$ cat src/rtl/alu_issue_if.sv
// Signal bundle between fetch, the alu_issue stage and the combinational ALU.
// The slave modport is the issue stage's view; the master modport is the environment's.
interface alu_issue_if;
  logic        instr_valid;
  logic [31:0] instr;
  logic        instr_ready;
  logic        hold;
  logic [31:0] rs1_num;
  logic [31:0] rs2_num;
  logic [9:0]  alu_op;
  logic        ex_valid;
  logic [31:0] rd_num;
  logic        illegal;

  modport slave (
    input  instr_valid, instr, hold, rd_num,
    output instr_ready, rs1_num, rs2_num, alu_op, ex_valid, illegal
  );

  modport master (
    output instr_valid, instr, hold, rd_num,
    input  instr_ready, rs1_num, rs2_num, alu_op, ex_valid, illegal
  );
endinterface

$ cat src/rtl/alu_issue.sv
// RV32I OP/OP-IMM issue stage: decode, register-file read, EX operand register, ALU writeback.
// Define ALU_ISSUE_FWD_EN to forward rd_num to dependent operands instead of stalling one cycle.
module alu_issue #(
  parameter int CNT_W    = 16,
  parameter int RST_REGS = 1
) (
  input  logic             clk,
  input  logic             rst_n,
  alu_issue_if.slave       bus,
  output logic [CNT_W-1:0] retired_cnt
);
  localparam logic [9:0] OP_NOP = 10'd0, OP_AND = 10'd1, OP_SUB = 10'd2, OP_SLL = 10'd3,
                         OP_ADD = 10'd4, OP_SLT = 10'd5, OP_SLTU = 10'd6, OP_XOR = 10'd7,
                         OP_SRL = 10'd8, OP_SRA = 10'd9, OP_OR = 10'd10;
  localparam logic [6:0] OPC_OP = 7'b0110011, OPC_IMM = 7'b0010011;
  localparam logic [6:0] F7_BASE = 7'b0000000, F7_ALT = 7'b0100000;

  logic [31:0]        regs [1:31];
  logic [4:0]         ex_rd_p1;
  logic               wb_en;
  logic               xfer;
  logic               raw_stall;
  logic               dec_legal_p0;
  logic [9:0]         dec_op_p0;
  logic [31:0]        rf_a_p0, rf_b_p0, opa_p0, opb_p0;
  logic signed [31:0] imm_sext_p0;
  logic               hit1_p0, hit2_p0;

  logic [6:0] opcode, funct7;
  logic [2:0] funct3;
  logic [4:0] rs1_a, rs2_a, rd_a;
  logic       is_op;

  assign opcode      = bus.instr[6:0];
  assign rd_a        = bus.instr[11:7];
  assign funct3      = bus.instr[14:12];
  assign rs1_a       = bus.instr[19:15];
  assign rs2_a       = bus.instr[24:20];
  assign funct7      = bus.instr[31:25];
  assign is_op       = (opcode == OPC_OP);
  assign imm_sext_p0 = 32'($signed(bus.instr[31:20]));

  function automatic logic [9:0] base_op(input logic [2:0] f3);
    case (f3)
      3'b000:  return OP_ADD;
      3'b001:  return OP_SLL;
      3'b010:  return OP_SLT;
      3'b011:  return OP_SLTU;
      3'b100:  return OP_XOR;
      3'b101:  return OP_SRL;
      3'b110:  return OP_OR;
      default: return OP_AND;
    endcase
  endfunction

  // ---- p0: decode ----
  always_comb begin
    dec_legal_p0 = 1'b0;
    dec_op_p0    = OP_NOP;
    if (is_op) begin
      if (funct7 == F7_BASE) begin
        dec_legal_p0 = 1'b1;
        dec_op_p0    = base_op(funct3);
      end else if (funct7 == F7_ALT && funct3 == 3'b000) begin
        dec_legal_p0 = 1'b1;
        dec_op_p0    = OP_SUB;
      end else if (funct7 == F7_ALT && funct3 == 3'b101) begin
        dec_legal_p0 = 1'b1;
        dec_op_p0    = OP_SRA;
      end
    end else if (opcode == OPC_IMM) begin
      case (funct3)
        3'b001: if (funct7 == F7_BASE) begin
          dec_legal_p0 = 1'b1;
          dec_op_p0    = OP_SLL;
        end
        3'b101: if (funct7 == F7_BASE) begin
          dec_legal_p0 = 1'b1;
          dec_op_p0    = OP_SRL;
        end else if (funct7 == F7_ALT) begin
          dec_legal_p0 = 1'b1;
          dec_op_p0    = OP_SRA;
        end
        default: begin
          dec_legal_p0 = 1'b1;
          dec_op_p0    = base_op(funct3);
        end
      endcase
    end
  end

  // Write-through read: a writeback landing this edge is visible to the decoder now.
  always_comb begin
    rf_a_p0 = '0;
    rf_b_p0 = '0;
    if (rs1_a != 5'd0) rf_a_p0 = (wb_en && ex_rd_p1 == rs1_a) ? bus.rd_num : regs[rs1_a];
    if (rs2_a != 5'd0) rf_b_p0 = (wb_en && ex_rd_p1 == rs2_a) ? bus.rd_num : regs[rs2_a];
  end

  assign hit1_p0 = bus.ex_valid && (ex_rd_p1 != 5'd0) && (ex_rd_p1 == rs1_a);
  assign hit2_p0 = bus.ex_valid && (ex_rd_p1 != 5'd0) && (ex_rd_p1 == rs2_a) && is_op;

`ifdef ALU_ISSUE_FWD_EN
  assign raw_stall = 1'b0;
  assign opa_p0    = hit1_p0 ? bus.rd_num : rf_a_p0;
  always_comb begin
    if (is_op)                       opb_p0 = hit2_p0 ? bus.rd_num : rf_b_p0;
    else if (funct3[1:0] == 2'b01)   opb_p0 = {27'd0, rs2_a};
    else                             opb_p0 = imm_sext_p0;
  end
`else
  assign raw_stall = bus.instr_valid && dec_legal_p0 && (hit1_p0 || hit2_p0);
  assign opa_p0    = rf_a_p0;
  always_comb begin
    if (is_op)                       opb_p0 = rf_b_p0;
    else if (funct3[1:0] == 2'b01)   opb_p0 = {27'd0, rs2_a};
    else                             opb_p0 = imm_sext_p0;
  end
`endif

  assign bus.instr_ready = rst_n && !bus.hold && !raw_stall;
  assign xfer            = bus.instr_valid && bus.instr_ready;
  assign wb_en           = bus.ex_valid && !bus.hold && (ex_rd_p1 != 5'd0);

  // ---- p1: EX register toward the ALU ----
  always_ff @(posedge clk or negedge rst_n) begin
    if (!rst_n) begin
      bus.rs1_num  <= '0;
      bus.rs2_num  <= '0;
      bus.alu_op   <= OP_NOP;
      bus.ex_valid <= 1'b0;
      bus.illegal  <= 1'b0;
      ex_rd_p1     <= '0;
    end else if (!bus.hold) begin
      bus.ex_valid <= xfer && dec_legal_p0;
      bus.alu_op   <= (xfer && dec_legal_p0) ? dec_op_p0 : OP_NOP;
      bus.illegal  <= xfer && !dec_legal_p0;
      if (xfer && dec_legal_p0) begin
        bus.rs1_num <= opa_p0;
        bus.rs2_num <= opb_p0;
        ex_rd_p1    <= rd_a;
      end
    end
  end

  // Writes to x0 still retire, so the count ignores rd.
  always_ff @(posedge clk or negedge rst_n) begin
    if (!rst_n)                         retired_cnt <= '0;
    else if (bus.ex_valid && !bus.hold) retired_cnt <= retired_cnt + CNT_W'(1);
  end

  // ---- writeback: register file, x0 not stored ----
  generate
    if (RST_REGS != 0) begin : g_rf_rst
      always_ff @(posedge clk or negedge rst_n) begin
        if (!rst_n) begin
          for (int i = 1; i < 32; i++) regs[i] <= '0;
        end else if (wb_en) begin
          regs[ex_rd_p1] <= bus.rd_num;
        end
      end
    end else begin : g_rf_norst
      always_ff @(posedge clk) begin
        if (wb_en) regs[ex_rd_p1] <= bus.rd_num;
      end
    end
  endgenerate
endmodule

$ cat src/flat_wrapper.sv
// flat-port wrapper written by rule: the top's interface ports become plain ports
module alu_issue_flat 
#(
  parameter int CNT_W    = 16,
  parameter int RST_REGS = 1
)
  (clk, rst_n, retired_cnt, bus_instr_valid, bus_instr, bus_hold, bus_rd_num, bus_instr_ready, bus_rs1_num, bus_rs2_num, bus_alu_op, bus_ex_valid, bus_illegal);
  alu_issue_if bus_i ();
  input  logic clk;
  input  logic rst_n;
  output logic [CNT_W-1:0] retired_cnt;
  input wire logic [$bits(bus_i.instr_valid)-1:0] bus_instr_valid;
  input wire logic [$bits(bus_i.instr)-1:0] bus_instr;
  input wire logic [$bits(bus_i.hold)-1:0] bus_hold;
  input wire logic [$bits(bus_i.rd_num)-1:0] bus_rd_num;
  output wire logic [$bits(bus_i.instr_ready)-1:0] bus_instr_ready;
  output wire logic [$bits(bus_i.rs1_num)-1:0] bus_rs1_num;
  output wire logic [$bits(bus_i.rs2_num)-1:0] bus_rs2_num;
  output wire logic [$bits(bus_i.alu_op)-1:0] bus_alu_op;
  output wire logic [$bits(bus_i.ex_valid)-1:0] bus_ex_valid;
  output wire logic [$bits(bus_i.illegal)-1:0] bus_illegal;
  assign bus_i.instr_valid = bus_instr_valid;
  assign bus_i.instr = bus_instr;
  assign bus_i.hold = bus_hold;
  assign bus_i.rd_num = bus_rd_num;
  assign bus_instr_ready = bus_i.instr_ready;
  assign bus_rs1_num = bus_i.rs1_num;
  assign bus_rs2_num = bus_i.rs2_num;
  assign bus_alu_op = bus_i.alu_op;
  assign bus_ex_valid = bus_i.ex_valid;
  assign bus_illegal = bus_i.illegal;
  alu_issue #(.CNT_W(CNT_W), .RST_REGS(RST_REGS)) u_core (.clk(clk), .rst_n(rst_n), .bus(bus_i), .retired_cnt(retired_cnt));
endmodule
$ cat config.mk
export PLATFORM = sky130hd
export DESIGN_NAME = alu_issue_flat
export DESIGN_NICKNAME = d
export VERILOG_FILES = /design/src/rtl/alu_issue_if.sv /design/src/rtl/alu_issue.sv /design/src/flat_wrapper.sv
export SDC_FILE = /design/constraint.sdc
export NUM_CORES = 2
export LEC_CHECK = 0
export ABC_CLOCK_PERIOD_IN_PS = 2029
export BUFFER_PORTS_ARGS = -buffer_cell sky130_fd_sc_hd__buf_2
export CORE_MARGIN = 1.5
export CORE_UTILIZATION = 57
export DETAILED_ROUTE_END_ITERATION = 8
export PLACE_DENSITY = 0.77
export SLEW_MARGIN = 20
export SYNTH_ARGS = -nofsm -noshare
export SYNTH_HDL_FRONTEND = slang
export SYNTH_SLANG_ARGS = --single-unit
$ cat constraint.sdc
create_clock -name clk -period 2.03 [get_ports clk]
set_clock_uncertainty 0.05 [all_clocks]
set_input_delay 0.1015 -clock clk [delete_from_list [all_inputs] [get_ports clk]]
set_output_delay 0.1015 -clock clk [all_outputs]
set_load 0.05 [all_outputs]
==> impl_metrics.tcl <==
set metrics [dict create \
    status "complete, but fails checks" \
    violations "setup timing" \
    power.switching_mw 11.83 \
    die_x_um 319.6 \
    post_drt_wl_per_cell_um 35.36 \
    synth-async-reset-ratio_pct 100.0 \
    cts_inserted_buffers 114 \
    arrival_ns 2.29 \
    drc 0 \
    start_util_pct 57.81 \
    yosysSeqAreaShare_pct 47.43 \
    drive_above_1_share_pct 57.79 \
    post-route-period-util_pct 120.2 \
    worst_setup_path_end_kind "output port" \
    clk_pin_slew_ns 0.06 \
    hp-start "bus_rd_num[6]" \
    synth-edff-count 0 \
    min_path_type "input pin to register" \
    core_um2 98850 \
    power_density_nw_per_um2 679.1 \
    rows 115 \
    hold_slack_ns 0.03261 \
    worstPathMaxFanout 4 \
    place_hpwl_mm 123.3 \
    port_buffers 154 \
    cts_buffer_depth 3 \
    report.final.hold_viol_count 0 \
    area_growth_pct 22.01 \
    fmax_mhz 409.8 \
    clk_latency_ns 0.71 \
    finalPower_mw 47.35 \
    synth_cell_type_count 76 \
    mostFrequentLayoutCells "dfrtp_1, mux2_2, mux4_2, buf_4, buf_12" \
    die_y_um 319.6 \
    ys_seq_elements 1083 \
    io-pin-count 161 \
    ant_nets 0 \
    dieArea_um2 102200 \
    worst_ep_required_time_ns 1.88 \
    nNetsFinal 4390 \
    synthCells 3887 \
    p_leak_nw 33.08 \
    report.final.slew_viol_count 0 \
    grt_max_degree 148 \
    gp_congestion 0.9541 \
    viasPerCell 7.348 \
    antenna_found_initial 12 \
    p_sw_share_pct 25.00 \
    grt_usage_pct 39.01 \
    max_slew_margin_pct 40.40 \
    final_common_cell "dfrtp_1" \
    dr.pass1.iters 6 \
    r2r_start "u_core.ex_rd_p1[4]" \
    intPower_mw 35.51 \
    syn_area_um2 57140 \
    drv_cap 0 \
    routed_wl_mm 201.8 \
    synth_top_area_share_pct 47.43 \
    rsz0062_at_grt "true" \
    yosysTopAreaCell "dfrtp_1" \
    crit_start "u_core.ex_rd_p1[2]" \
    grt_pass1_wl_mm 290.8 \
    yosysWarnings 0 \
    power_frac_comb_pct 8.2 \
    clockPowerShare_pct 46.0 \
    ctsRootBufferMaster "clkbuf_16" \
    rrSetupSlack_ns -0.39 \
    dr_total_vias 41936 \
    grt_pass1_vias 42306 \
    setup_ws_ns -0.4105 \
    seq_power_share_pct 45.8 \
    fin_crit_ns 2.440 \
    setup_viol 625 \
    synth.avg_cell_area_um2 14.70 \
    ir_drop_mv 0.7904 \
    cp-start-kind "register" \
    ys_top_cells_by_area "dfrtp_1, mux2_2, mux4_2, mux2i_1, clkbuf_1" \
    fillers 6076 \
    cts_tree "done" \
    drt_iter0_drc 5575 \
    synth_ff_type "dfrtp_1" \
    worst_slew_pin_slew_ns 0.8941 \
    ctsHtreeMaxLevel 3 \
    cts_sinks 1083 \
    overflow 0 \
    path_class "register to output port" \
]
## metal layers
| layer | share of wire, % | GRT usage [%] |
|---|---|---|
| met3 | 13 | 12.06 |
| met2 | 44 | 56.98 |
| met5 | 0.054 | 0 |
| met1 | 36 | 51.39 |
| met4 | 7.3 | 23.63 |
## synthesized netlist by cell type, types with 4 or more instances
master     count
xor2_1        10
nand3_1       24
a311o_1        4
a21oi_1       41
xnor2_1       17
o21ai_1       17
a211o_1        5
and2_1         6
mux2i_1      114
nor2b_1       21
o22ai_1       57
or2_2          5
o22a_1        14
buf_6         22
nor3b_1        4
a211oi_1      18
a2bb2oi_1      6
a22o_1        41
nand3b_1       4
clkbuf_1     189
buf_1         63
buf_4         31
nand2_1       96
nor3_1        24
nand2b_1      12
nand4_1        9
a21o_1        20
a221o_1       11
dfrtp_1     1083
mux4_2       434
buf_2        104
o41ai_1        5
o221ai_1      19
inv_1          4
a2111oi_0      9
mux2_2      1103
mux2_1         6
nor4_1        26
nor2_1        89
o21ai_0       16
a221oi_1      39
a22oi_1       16
## flip-flops by register name, indices dropped and copies added, names as in the netlist
register and flops:
u_core.regs 992, u_core.bus.rs2_num 32, u_core.bus.ex_valid 1, u_core.retired_cnt 16, u_core.bus.illegal 1, u_core.bus.rs1_num 32, u_core.ex_rd_p1 5, u_core.bus.alu_op 4
## cell families (layout without fill, tap and decap cells)
| kind of cell | after synthesis | count (layout) | share of synthesized area (%) |
|---|---|---|---|
| DFF | 1083 | 1083 | 47.43 |
| adders and majority gates | 2 | 2 | 0.04378 |
| AOI/OAI and AO/OA | 357 | 358 | 4.657 |
| and+or+nand+nor | 342 | 342 | 2.952 |
| muxes | 1657 | 1657 | 40.96 |
| other | 1 | 12 | 0.006562 |
| xor gates and xnor gates | 27 | 27 | 0.4138 |
| buffers and inverters | 418 | 939 | 3.545 |
## power groups by stage
| stage | Clock (mW) | Sequential [mW] | Combinational [mW] |
|---|---|---|---|
| 4_1_cts | 21.8 | 21.7 | 3.75 |
| 6_report | 21.8 | 21.7 | 3.88 |
| 5_1_grt | 22.7 | 21.7 | 4.03 |
| 3_5_place_dp | 0 | 22.1 | 3.59 |
| 2_1_floorplan | 0 | 22.2 | 1.64 |
| 3_3_place_gp | 0 | 22.1 | 3.58 |
## worst max-delay path, stage by stage, from the launching register on
cell	delay (ns)
dfrtp_2	0.46
buf_6	0.14
xnor2_1	0.17
nand4_1	0.22
o2bb2ai_4	0.22
buf_6	0.13
a31oi_4	0.09
buf_6	0.17
## path summary, 6_finish.rpt
kind	endpoint	cells after the start
setup / recovery	bus_instr_ready	7
setup reg to reg	u_core.bus.rs2_num[14]	10
max in group asynchronous	u_core.regs[298]	4
min in group asynchronous	u_core.regs[185]	4
hold reg to reg	u_core.retired_cnt[15]	1
hold / removal	u_core.regs[166]	2
## per-stage QoR
step                      utilization [%]  instance area (um2)  instances  setup WS (ns)  TNS [ns]
after floorplan                         -                57370       3892        -0.1209    -39.77
final                               70.53                69720       5707        -0.4105    -51.31
after CTS                           69.75                68950       5694        -0.3664    -23.89
after global placement              63.83                63100       5377        -0.5391    -81.14
after global routing                70.52                69710       5702        -0.4384    -66.26
after detailed placement            63.83                63100       5377        -0.6205   -106.31
## area by class of cell
| class | instances | area [um2] | area share [%] |
|---|---|---|---|
| Inverter | 5 | 18.77 | 0.02692 |
| Tap cell | 1287 | 1610 | 2.310 |
| Multi-Input combinational cell | 2392 | 29160 | 41.82 |
| Sequential cell | 1083 | 27110 | 38.88 |
| Antenna cell | 6 | 15.01 | 0.02154 |
| Clock inverter | 52 | 561.8 | 0.8058 |
| Timing Repair Buffer | 724 | 7936 | 11.38 |
| Clock buffer | 158 | 3312 | 4.750 |
## what timing repair did
action	4_1_cts	5_1_grt
pin swaps	29	75
gates resized for setup	127	152
setup endpoints to repair	920	836
hold buffers	50	0
endpoints found under the hold margin	1530	0
gates cloned	21	5
setup buffers	36	14
Power figures use the tool's default switching activity.
